**src/rtl/ram_access_arbiter.sv**
```systemverilog
// -----------------------------------------------------------------------------
// ram_access_arbiter
//
// Controller placed in front of a 32x8 dual-port RAM. It shares the single
// RAM write port between two requesters using a req/ack handshake, runs a
// bulk-clear sequencer that zero-fills every word, and drives the read port
// with a free-running scan address that steps once per tick period.
//
// Optional build macro:
//   ARB_FIXED_PRIO_EN - requester 0 always wins a tie; the round-robin
//                       last-grant state is removed. Undefined (default):
//                       round-robin arbitration.
//
// Ports:
//   clock_i      system clock
//   resetn_i     asynchronous active-low reset
//   req_i        write request per requester (bit i = requester i)
//   addr0_i      requester 0 write address
//   data0_i      requester 0 write data
//   addr1_i      requester 1 write address
//   data1_i      requester 1 write data
//   ack_o        one-cycle grant/done pulse per requester
//   clr_start_i  pulse that starts the bulk clear
//   clr_busy_o   high while the clear is running
//   scan_en_i    enables read-address stepping
//   ram_wren_o   RAM write enable
//   ram_waddr_o  RAM write address
//   ram_din_o    RAM write data
//   ram_raddr_o  RAM read address
// -----------------------------------------------------------------------------
module ram_access_arbiter #(
    parameter int AW    = 5,
    parameter int DW    = 8,
    parameter int TICKS = 50000000,
    parameter int TW    = 26
) (
    input  logic          clock_i,
    input  logic          resetn_i,
    input  logic [1:0]    req_i,
    input  logic [AW-1:0] addr0_i,
    input  logic [DW-1:0] data0_i,
    input  logic [AW-1:0] addr1_i,
    input  logic [DW-1:0] data1_i,
    output logic [1:0]    ack_o,
    input  logic          clr_start_i,
    output logic          clr_busy_o,
    input  logic          scan_en_i,
    output logic          ram_wren_o,
    output logic [AW-1:0] ram_waddr_o,
    output logic [DW-1:0] ram_din_o,
    output logic [AW-1:0] ram_raddr_o
);

    typedef enum logic [1:0] {
        ST_IDLE  = 2'd0,
        ST_WRITE = 2'd1,
        ST_CLEAR = 2'd2
    } state_t;

    localparam logic [AW-1:0] ADDR_ZERO = '0;
    localparam logic [AW-1:0] ADDR_ONE  = AW'(1);
    localparam logic [AW-1:0] ADDR_LAST = '1;
    localparam logic [DW-1:0] DATA_ZERO = '0;
    localparam logic [TW-1:0] TICK_ZERO = '0;
    localparam logic [TW-1:0] TICK_ONE  = TW'(1);
    localparam logic [TW-1:0] TICK_LAST = TW'(TICKS - 1);

    state_t        state_q,    state_d;
    logic          clr_pend_q, clr_pend_d;
    logic          wren_q,     wren_d;
    logic [AW-1:0] waddr_q,    waddr_d;
    logic [DW-1:0] din_q,      din_d;
    logic [1:0]    ack_q,      ack_d;
    logic          busy_q,     busy_d;
    logic [TW-1:0] tick_q,     tick_d;
    logic [AW-1:0] raddr_q,    raddr_d;
`ifndef ARB_FIXED_PRIO_EN
    logic          last_grant_q, last_grant_d;
`endif

    // Index of the requester that would win if a grant were issued this cycle.
    logic          win_s;

    // Arbitration: select the winner among the active requests.
    always_comb begin
        win_s = 1'b0;
`ifdef ARB_FIXED_PRIO_EN
        if (req_i[0]) begin
            win_s = 1'b0;
        end else begin
            win_s = 1'b1;
        end
`else
        // On a tie, the requester that was not served last goes first.
        if (req_i == 2'b11) begin
            win_s = ~last_grant_q;
        end else if (req_i[0]) begin
            win_s = 1'b0;
        end else begin
            win_s = 1'b1;
        end
`endif
    end

    // Control FSM: next state and next values of the write-side outputs.
    always_comb begin
        state_d    = state_q;
        clr_pend_d = clr_pend_q;
        wren_d     = 1'b0;
        waddr_d    = waddr_q;
        din_d      = din_q;
        ack_d      = 2'b00;
        busy_d     = busy_q;
`ifndef ARB_FIXED_PRIO_EN
        last_grant_d = last_grant_q;
`endif
        case (state_q)
            ST_IDLE: begin
                // A clear (new or deferred) outranks any write request.
                if (clr_pend_q || clr_start_i) begin
                    state_d    = ST_CLEAR;
                    clr_pend_d = 1'b0;
                    busy_d     = 1'b1;
                    wren_d     = 1'b1;
                    waddr_d    = ADDR_ZERO;
                    din_d      = DATA_ZERO;
                end else if (req_i != 2'b00) begin
                    state_d = ST_WRITE;
                    wren_d  = 1'b1;
                    if (win_s) begin
                        waddr_d = addr1_i;
                        din_d   = data1_i;
                        ack_d   = 2'b10;
                    end else begin
                        waddr_d = addr0_i;
                        din_d   = data0_i;
                        ack_d   = 2'b01;
                    end
`ifndef ARB_FIXED_PRIO_EN
                    last_grant_d = win_s;
`endif
                end else begin
                    state_d = ST_IDLE;
                end
            end
            ST_WRITE: begin
                // Single-cycle write; a clear arriving now is deferred.
                state_d = ST_IDLE;
                if (clr_start_i) begin
                    clr_pend_d = 1'b1;
                end else begin
                    clr_pend_d = clr_pend_q;
                end
            end
            ST_CLEAR: begin
                // Clear requests during a clear queue another full pass later.
                if (clr_start_i) begin
                    clr_pend_d = 1'b1;
                end else begin
                    clr_pend_d = clr_pend_q;
                end
                // The write address register doubles as the clear address.
                if (waddr_q == ADDR_LAST) begin
                    state_d = ST_IDLE;
                    busy_d  = 1'b0;
                    wren_d  = 1'b0;
                end else begin
                    state_d = ST_CLEAR;
                    wren_d  = 1'b1;
                    waddr_d = waddr_q + ADDR_ONE;
                    din_d   = DATA_ZERO;
                end
            end
            default: begin
                state_d = ST_IDLE;
                busy_d  = 1'b0;
            end
        endcase
    end

    // Read scan: tick divider and read-address stepping, independent of the FSM.
    always_comb begin
        tick_d  = tick_q;
        raddr_d = raddr_q;
        if (scan_en_i) begin
            if (tick_q == TICK_LAST) begin
                tick_d  = TICK_ZERO;
                raddr_d = raddr_q + ADDR_ONE;
            end else begin
                tick_d  = tick_q + TICK_ONE;
                raddr_d = raddr_q;
            end
        end else begin
            tick_d  = tick_q;
            raddr_d = raddr_q;
        end
    end

    // State and output registers.
    always_ff @(posedge clock_i or negedge resetn_i) begin
        if (!resetn_i) begin
            state_q    <= ST_IDLE;
            clr_pend_q <= 1'b0;
            wren_q     <= 1'b0;
            waddr_q    <= ADDR_ZERO;
            din_q      <= DATA_ZERO;
            ack_q      <= 2'b00;
            busy_q     <= 1'b0;
            tick_q     <= TICK_ZERO;
            raddr_q    <= ADDR_ZERO;
        end else begin
            state_q    <= state_d;
            clr_pend_q <= clr_pend_d;
            wren_q     <= wren_d;
            waddr_q    <= waddr_d;
            din_q      <= din_d;
            ack_q      <= ack_d;
            busy_q     <= busy_d;
            tick_q     <= tick_d;
            raddr_q    <= raddr_d;
        end
    end

`ifndef ARB_FIXED_PRIO_EN
    // Round-robin history; resets to requester 1 so requester 0 wins the first tie.
    always_ff @(posedge clock_i or negedge resetn_i) begin
        if (!resetn_i) begin
            last_grant_q <= 1'b1;
        end else begin
            last_grant_q <= last_grant_d;
        end
    end
`endif

    assign ack_o       = ack_q;
    assign clr_busy_o  = busy_q;
    assign ram_wren_o  = wren_q;
    assign ram_waddr_o = waddr_q;
    assign ram_din_o   = din_q;
    assign ram_raddr_o = raddr_q;

endmodule

```
**config.mk**
```make
export PLATFORM = sky130hd
export DESIGN_NAME = ram_access_arbiter
export DESIGN_NICKNAME = d
export VERILOG_FILES = /design/src/rtl/ram_access_arbiter.sv
export SDC_FILE = /design/constraint.sdc
export NUM_CORES = 1
export LEC_CHECK = 0
export ABC_AREA = 1
export BUFFER_PORTS_ARGS = -buffer_cell sky130_fd_sc_hd__buf_2
export CELL_PAD_IN_SITES_DETAIL_PLACEMENT = 0
export CELL_PAD_IN_SITES_GLOBAL_PLACEMENT = 1
export CORE_MARGIN = 2
export CORE_UTILIZATION = 37
export CTS_CLUSTER_SIZE = 16
export DETAILED_ROUTE_END_ITERATION = 6
export HOLD_SLACK_MARGIN = 0.03
export PLACE_DENSITY = 0.87
export RECOVER_POWER = 50
export SLEW_MARGIN = 20
export SYNTH_ARGS = -nofsm -noshare
export SYNTH_HDL_FRONTEND = slang
export SYNTH_SLANG_ARGS = --single-unit
```
**constraint.sdc**
```tcl
create_clock -name clock_i -period 1.7 [get_ports clock_i]
set_input_delay 0.085 -clock clock_i [delete_from_list [all_inputs] [get_ports clock_i]]
set_output_delay 0.085 -clock clock_i [all_outputs]
set_load 0.005 [all_outputs]
```
==> flow_metrics.env, run 1 <==
export IMPL_syn_mean_instance_area_sq_um=7.39
export IMPL_buffer_ports_inserted=53
export IMPL_post_place_ws_ns=-0.0314
export IMPL_tritoncts="yes"
export IMPL_drive_above_1_share=0.239
export IMPL_slew_violations=0
export IMPL_critical_path_startpoint="ram_waddr_o[0]$_DFFE_PN0P_"
export IMPL_synth_cell_area_sq_um=3110
export IMPL_critical_path_n_buffers_inverters=2
export IMPL_cts_buffers_inserted=5
export IMPL_core_area_sq_um=8180
export IMPL_ctsLongestPathBuffers=2
export IMPL_gp_congestion=0.793
export IMPL_setup_viol_count_final=0
export IMPL_drtIter0Drc=91
export IMPL_clock_period_minus_final_worst_setup_slack_ns=1.61
export IMPL_r2r_cells=11
export IMPL_fp_dieArea_sq_um=9160
export IMPL_critical_path_peak_fanout=10
export IMPL_fmaxAchievable_ghz=0.622
export IMPL_hold_slack_ns=0.0649
export IMPL_via_count_of_the_first_global_routing_pass=2622
export IMPL_via_count=2741
export IMPL_worst_slack_ns=0.0911
export IMPL_vdd_drop_max_uv=493
export IMPL_die_h_um=95.7
export IMPL_global_route_usage_total=0.159
export IMPL_fp_dieW_um=95.7
export IMPL_critical_path_cell_chain="ha_2 -> nand2_2 -> nor2_2 -> ha_2 -> inv_2 -> nand2_2 -> o21ai_2 -> nand2_2 -> buf_6 -> a21oi_1 -> a22oi_1"
export IMPL_worst_skew_pair_late_latency_ns=0.31
export IMPL_num_rows=33
export IMPL_critical_path_required_ns=1.89
export IMPL_slowest_library_cell_on_the_worst_path="sky130_fd_sc_hd__dfrtp_1"
export IMPL_floorplan_io_pins=54
export IMPL_worst_hold_path_type="in2reg"
export IMPL_synth_seq_area_share=0.419
export IMPL_drt_pass1_iter_count=6
export IMPL_cts_root_buf="sky130_fd_sc_hd__clkbuf_8"
export IMPL_timing_critical_path_from_type="flop"
export IMPL_clock_skew_ns=0.0101
export IMPL_antenna_violations_before_repair=0
export IMPL_cp_common_cell="sky130_fd_sc_hd__nand2_2"
export IMPL_cp_end_kind="flop"
export IMPL_area_growth_pct=19.4
export IMPL_synth_net_count=462
export IMPL_leakagePower_nw=1.98
export IMPL_num_nets_final=529
export IMPL_synth_yosys_warnings=0
export IMPL_wirelength_um=6690
export IMPL_worst_pin_slew_ns=0.654
export IMPL_final_area_sq_um=3710
export IMPL_crit_path_max_incr_delay_ns=0.39
export IMPL_grt_first_pass_wirelength_um=11600
export IMPL_max_slew_margin=0.564
export IMPL_initial_utilization=0.380
export IMPL_seqCellArea_sq_um=1300
export IMPL_drt_antenna_violating_nets=0
export IMPL_hpwl_after_detailed_placement_um=5220
export IMPL_holdCritStartpoint="clr_start_i"
export IMPL_post_dp_cell_area_sq_um=3540
export IMPL_worst_setup_hold_path_clk_slew_ns=0.10
export IMPL_worstReg2RegStart="ram_waddr_o[0]$_DFFE_PN0P_"
export IMPL_insertedDiodeCount=0
export IMPL_whs_path_depth=3
export IMPL_fillers=854
export IMPL_place_detailed_instances=581
export IMPL_finalHoldViolCount=0
export IMPL_critical_path_depth=11
export IMPL_status="completed"
export IMPL_drc=0
export IMPL_syn_inst=421
export IMPL_worst_setup_path_type="reg2reg"
export IMPL_finish_utilization=0.454
export IMPL_instances_no_fill=594
export IMPL_cap_violations=0
export IMPL_cts_sink_count=52
export IMPL_post_drt_wl_per_cell_um=11.3
export IMPL_cellPowerDensity_nw_per_um2=1000
export IMPL_gr_total_overflow=0
export IMPL_yosys_reg_bits=52
export IMPL_tns_ns=0
export IMPL_area_of_combinational_cells_with_multiple_inputs_sq_um=1590
export IMPL_cts_htree_levels=2
export IMPL_cp_data_arrival_time_ns=1.80
export IMPL_drt_via_density=4.61
export IMPL_final_min_period_over_clock_period=0.946
export IMPL_finalPower_mw=3.72
export IMPL_critPathTopFamily="flip-flops"
export IMPL_distinct_cell_type_count_of_the_synthesized_netlist=34
export IMPL_grt_max_degree=31
layer usage:
layer | GRT usage | part of all wire | up-vias
met1 | 0.205 | 0.48 | 1236
met5 | 0 | 0 | -
met2 | 0.272 | 0.47 | 57
met4 | 0.0405 | 0.0090 | 0
li1 | - | - | 1440
met3 | 0.0321 | 0.040 | 8
sequential cells by signal (all words and copies together) (netlist names):
register / count
clr_busy_o: 1
state_q: 2
ram_din_o: 8
ram_waddr_o: 5
clr_pend_q: 1
ram_wren_o: 1
ack_o: 2
ram_raddr_o: 5
tick_q: 26
last_grant_q: 1
path summary, 6_finish.rpt:
path	end	slack [ns]
setup reg to reg	ram_waddr_o[0]$_DFFE_PN0P_	0.09
max in group asynchronous	tick_q[23]$_DFFE_PN0P_	0.79
hold reg to reg	ram_din_o[7]$_DFFE_PN0P_	0.50
min in group asynchronous	tick_q[9]$_DFFE_PN0P_	0.32
hold / removal	state_q[1]$_DFF_PN0_	0.06
setup / recovery	ram_waddr_o[0]$_DFFE_PN0P_	0.09
repair_timing:
item                                    4_1_cts  5_1_grt
gates cloned                                  0        0
resized for setup                             5       12
pin swaps                                     1        2
endpoints found under the hold margin        21        0
buffers inserted                              3        1
endpoints found under the setup margin        9       15
hold buffers                                  1        0
power by group:
group | switching (mW) | internal [mW] | total (mW)
combinational | 0.726 | 0.620 | 1.35
sequential | 0.191 | 1.47 | 1.66
clock | 0.416 | 0.294 | 0.710
cells in the mapped netlist:
cell / count / share of area
sky130_fd_sc_hd__o21ai_0: 13 / 0.021
sky130_fd_sc_hd__buf_2: 4 / 0.0064
sky130_fd_sc_hd__nor3_1: 1 / 0.0016
sky130_fd_sc_hd__dfrtp_1: 51 / 0.41
sky130_fd_sc_hd__inv_1: 57 / 0.069
sky130_fd_sc_hd__nor3_2: 1 / 0.0032
sky130_fd_sc_hd__a21o_1: 1 / 0.0024
sky130_fd_sc_hd__nand2_1: 107 / 0.13
sky130_fd_sc_hd__nand3_2: 1 / 0.0032
sky130_fd_sc_hd__nand4_1: 3 / 0.0060
sky130_fd_sc_hd__xor2_1: 9 / 0.025
sky130_fd_sc_hd__xnor2_1: 2 / 0.0056
sky130_fd_sc_hd__and2_1: 1 / 0.0020
sky130_fd_sc_hd__nand3b_1: 2 / 0.0048
sky130_fd_sc_hd__a21boi_1: 1 / 0.0024
sky130_fd_sc_hd__dfstp_2: 1 / 0.0084
sky130_fd_sc_hd__nor2_2: 8 / 0.016
sky130_fd_sc_hd__inv_2: 3 / 0.0036
sky130_fd_sc_hd__nand3_4: 1 / 0.0056
sky130_fd_sc_hd__o21ai_1: 8 / 0.013
sky130_fd_sc_hd__or2_2: 11 / 0.022
sky130_fd_sc_hd__a21oi_1: 12 / 0.019
sky130_fd_sc_hd__a31oi_1: 3 / 0.0060
sky130_fd_sc_hd__a22oi_1: 1 / 0.0024
sky130_fd_sc_hd__buf_6: 1 / 0.0036
sky130_fd_sc_hd__nand3b_4: 1 / 0.0064
sky130_fd_sc_hd__nor2_4: 5 / 0.018
sky130_fd_sc_hd__nand2_2: 8 / 0.016
sky130_fd_sc_hd__clkbuf_1: 1 / 0.0012
sky130_fd_sc_hd__nand3_1: 31 / 0.050
sky130_fd_sc_hd__o21bai_1: 1 / 0.0024
sky130_fd_sc_hd__o211ai_1: 2 / 0.0048
sky130_fd_sc_hd__ha_1: 9 / 0.036
sky130_fd_sc_hd__nor2_1: 60 / 0.072
cells by family (layout without fill, tap and decap cells):
family | after synthesis | in the layout | share of synthesized area
fa+ha+maj | 9 | 9 | 0.0362
xor+xnor | 11 | 11 | 0.0310
compound gates | 42 | 42 | 0.0736
buf+inv | 66 | 134 | 0.0837
simple gates | 241 | 241 | 0.357
flops | 52 | 52 | 0.419
tightest hold or removal path: stages:
cell	delay (ns)
sky130_fd_sc_hd__buf_2	0.07
sky130_fd_sc_hd__nor2_1	0.05
sky130_fd_sc_hd__o21ai_0	0.13
area by class of cell:
type / instances / share of cell area
Multi-Input combinational cell: 303 / 0.427
Sequential cell: 52 / 0.351
Timing Repair Buffer: 66 / 0.101
Inverter: 60 / 0.0613
Tap cell: 105 / 0.0354
Clock buffer: 6 / 0.0195
Clock inverter: 2 / 0.00438
cell usage in the layout (no fill, tap or decap), drive strengths merged, types with 11 or more instances in the layout:
master	n
o21ai	21
or2	11
dfrtp	51
nand2	115
nor2	73
inv	60
buf	57
clkbuf	14
a21oi	12
nand3	33
No activity file was read; power rests on OpenSTA's default activity.
==> run 2: changes to the inputs <==
ABC_AREA = unset   (was 1)
CORE_UTILIZATION = 38   (was 37)
PLACE_DENSITY = 0.85   (was 0.87)
==> run 2 against run 1 <==
  * The run now ends with negative setup slack left
  * Worst hold slack better by 0.040 ns
  * Non-clock buffer count is 45 higher
  * First-iteration DRC count is 92% higher
  * Clock skew is 0.0020 ns higher
  * Power is 4.0% higher
  * Sequential power is 4% lower
  * Area after synthesis is 10% lower
  * Critical path type unchanged
  * Largest cell class unchanged
==> flow_metrics.env, run 2 <==
export IMPL_status="finished with violations"
export IMPL_violations="negative setup slack"
export IMPL_post_synth_main_area_contributors="sky130_fd_sc_hd__dfrtp_1, sky130_fd_sc_hd__ha_1, sky130_fd_sc_hd__nand2_1"
export IMPL_seqCellArea_sq_um=1300
export IMPL_clock_skew_ns=0.0121
export IMPL_tns_ns=-2.29
export IMPL_met2_wirelength_um=3840
export IMPL_yosys_most_used_dff="sky130_fd_sc_hd__dfrtp_1"
export IMPL_distinct_cell_type_count_of_the_synthesized_netlist=50
export IMPL_cts_sink_count=52
export IMPL_worst_pin_slew_ns=1.15
export IMPL_gp_congestion=0.774
export IMPL_syn_inst=282
export IMPL_netlist_area_leader_share=0.456
export IMPL_antenna_violations_before_repair=0
export IMPL_synthDominantAreaCellType="sky130_fd_sc_hd__dfrtp_1"
export IMPL_synth_cell_area_sq_um=2800
export IMPL_floorplan_io_pins=54
export IMPL_initial_utilization=0.390
export IMPL_cts_htree_levels=2
export IMPL_fp_dieArea_sq_um=8060
export IMPL_drc=0
export IMPL_intPower_mw=2.50
export IMPL_finalHoldViolCount=0
export IMPL_post_synth_top_count_cell="sky130_fd_sc_hd__dfrtp_1"
export IMPL_tritoncts="yes"
export IMPL_syn_mean_instance_area_sq_um=9.92
export IMPL_cellPowerDensity_nw_per_um2=976
export IMPL_via_count=2598
export IMPL_highest_layer="met4"
export IMPL_cap_violations=0
export IMPL_grt_first_pass_wirelength_um=11900
export IMPL_worst_slack_ns=-0.147
export IMPL_share_clk_of_total_power=0.186
export IMPL_synth_seq_area_share=0.466
export IMPL_clock_period_minus_final_worst_setup_slack_ns=1.85
export IMPL_max_slew_margin=0.231
export IMPL_final_area_sq_um=3960
export IMPL_layout_cells_most_common="sky130_fd_sc_hd__buf_2"
export IMPL_area_growth_pct=41.7
export IMPL_cts_root_buf="sky130_fd_sc_hd__clkbuf_8"
export IMPL_setup_viol_count_final=24
export IMPL_cp_end_kind="flop"
export IMPL_setup_reg_to_reg_worst_slack_ns=-0.15
export IMPL_worst_hold_path_type="in2reg"
export IMPL_via_count_of_the_first_global_routing_pass=2457
export IMPL_drtIter0Drc=175
export IMPL_critical_path_peak_fanout=3
export IMPL_post_route_m1_wl_um=3280
export IMPL_worst_skew_pair_late_latency_ns=0.31
export IMPL_drt_pass1_iter_count=4
export IMPL_drt_antenna_violating_nets=0
export IMPL_yosys_reg_bits=52
export IMPL_post_dp_cell_area_sq_um=3520
export IMPL_power_frac_seq=0.414
export IMPL_asyncSetResetFlopFracSynth=1.00
export IMPL_hold_slack_ns=0.104
export IMPL_switching_share=0.353
export IMPL_synth_enable_flop_cells=0
export IMPL_num_rows=31
export IMPL_gr_total_overflow=0
export IMPL_vdd_drop_max_uv=825
export IMPL_insertedDiodeCount=0
export IMPL_synth_yosys_warnings=0
export IMPL_critical_path_required_ns=1.91
export IMPL_buffer_ports_inserted=53
export IMPL_area_of_combinational_cells_with_multiple_inputs_sq_um=1660
export IMPL_drive_above_1_share=0.456
export IMPL_fp_dieW_um=89.8
export IMPL_num_nets_final=428
export IMPL_yosys_top_cells_count="sky130_fd_sc_hd__dfrtp_1, sky130_fd_sc_hd__nand2_1, sky130_fd_sc_hd__o21ai_0, sky130_fd_sc_hd__nor2_1"
export IMPL_cp_data_arrival_time_ns=2.06
export IMPL_hpwl_after_detailed_placement_um=4990
export IMPL_fillers=618
export IMPL_rsz0062_at_grt="true"
export IMPL_slew_violations=0
export IMPL_drt_via_density=5.33
export IMPL_power_switching_mw=1.37
export IMPL_largest_register_ffs=26
export IMPL_worst_setup_hold_path_clk_slew_ns=0.10
export IMPL_wirelength_um=7470
export IMPL_post_drt_wl_per_cell_um=15.3
export IMPL_p_comb_frac=0.400
export IMPL_cts_buffers_inserted=5
export IMPL_largest_register="tick_q"
export IMPL_core_area_sq_um=7180
export IMPL_final_min_period_over_clock_period=1.09
export IMPL_worst_setup_path_type="reg2reg"
export IMPL_leakagePower_nw=1.94
export IMPL_route_met3_wl_um=215
export IMPL_global_route_usage_total=0.178
export IMPL_grt_max_degree=53
export IMPL_synth_net_count=323
export IMPL_timing_critical_path_from_type="flop"
export IMPL_ctsLongestPathBuffers=2
export IMPL_die_h_um=89.8
export IMPL_fmaxAchievable_ghz=0.541
export IMPL_mostFrequentLayoutCells="sky130_fd_sc_hd__buf_2, sky130_fd_sc_hd__dfrtp_1, sky130_fd_sc_hd__buf_4, sky130_fd_sc_hd__nand2_1, sky130_fd_sc_hd__o21ai_0"
run 2: cell count changes after synthesis, moves of 9 or more:
cell	before	now
sky130_fd_sc_hd__nand3_1	31	11
sky130_fd_sc_hd__inv_1	57	9
sky130_fd_sc_hd__and3_1	0	11
sky130_fd_sc_hd__o31ai_1	0	12
sky130_fd_sc_hd__nand2_1	107	30
sky130_fd_sc_hd__nor2_1	60	13
sky130_fd_sc_hd__or2_2	11	2
run 2: cell type report:
| class | count | area share |
|---|---|---|
| clock buffer | 5 | 0.0174 |
| clock inverter | 3 | 0.00474 |
| inverter | 9 | 0.00853 |
| multi-input combinational | 208 | 0.420 |
| sequential | 52 | 0.329 |
| tap | 99 | 0.0313 |
| timing repair buffer | 111 | 0.189 |
run 2: power by group through the flow:
stage | clock, mW | combinational (mW) | sequential [mW]
after floorplan | 0 | 0.706 | 1.65
after global placement | 0 | 1.27 | 1.60
after detailed placement | 0 | 1.32 | 1.61
after CTS | 0.737 | 1.45 | 1.59
after global routing | 0.786 | 1.71 | 1.62
final | 0.718 | 1.55 | 1.60
run 2: final timing paths:
check                                          from                         end  cells after the start
max                          tick_q[18]$_DFFE_PN0P_  ram_raddr_o[1]$_DFFE_PN0P_                      4
min                                     clr_start_i        state_q[1]$_DFF_PN0_                      3
max reg2reg                  tick_q[18]$_DFFE_PN0P_  ram_raddr_o[1]$_DFFE_PN0P_                      4
min reg2reg                ram_din_o[5]$_DFFE_PN0P_    ram_din_o[5]$_DFFE_PN0P_                      2
max in group asynchronous                  resetn_i      tick_q[12]$_DFFE_PN0P_                      3
min in group asynchronous                  resetn_i       tick_q[3]$_DFFE_PN0P_                      3
run 2: cell families after synthesis:
kind of cell | count (synthesis) | synth area share
flip-flops | 52 | 0.466
XOR/XNOR | 13 | 0.0407
AO/OA/AOI/OAI | 65 | 0.154
adder cells (fa/ha/maj) | 9 | 0.0403
buffers and inverters | 22 | 0.0385
AND/OR/NAND/NOR | 112 | 0.228
multiplexers | 9 | 0.0327
run 2: through the flow:
step	setup WS, ns	total power [mW]	std cells	util
finish	-0.147	3.87	487	0.552
CTS	-0.121	3.77	479	0.521
detailed placement	-0.150	2.92	467	0.490
global placement	-0.0717	2.87	467	0.490
floorplan	-0.113	2.35	282	-
global route	-0.187	4.12	487	0.552
run 2: critical path: stages, from the launching register on:
cell and delay (ns):
sky130_fd_sc_hd__dfrtp_1 0.41, sky130_fd_sc_hd__nor4_2 0.30, sky130_fd_sc_hd__nand4_1 0.29, sky130_fd_sc_hd__nor3_4 0.41, sky130_fd_sc_hd__mux2_4 0.33
run 2: what timing repair did:
action / in CTS / in global routing
pin swaps: 12 / 10
hold buffers: 1 / 0
hold endpoints to repair: 52 / 0
endpoints found under the setup margin: 25 / 35
setup buffers: 1 / 7
cloned: 2 / 1
gates resized for setup: 24 / 47
run 2: routing by layer:
layer	vias up	GRT usage
li1	1242	-
met1	1296	0.241
met2	47	0.303
met3	13	0.0302
met4	0	0.0397
met5	-	0
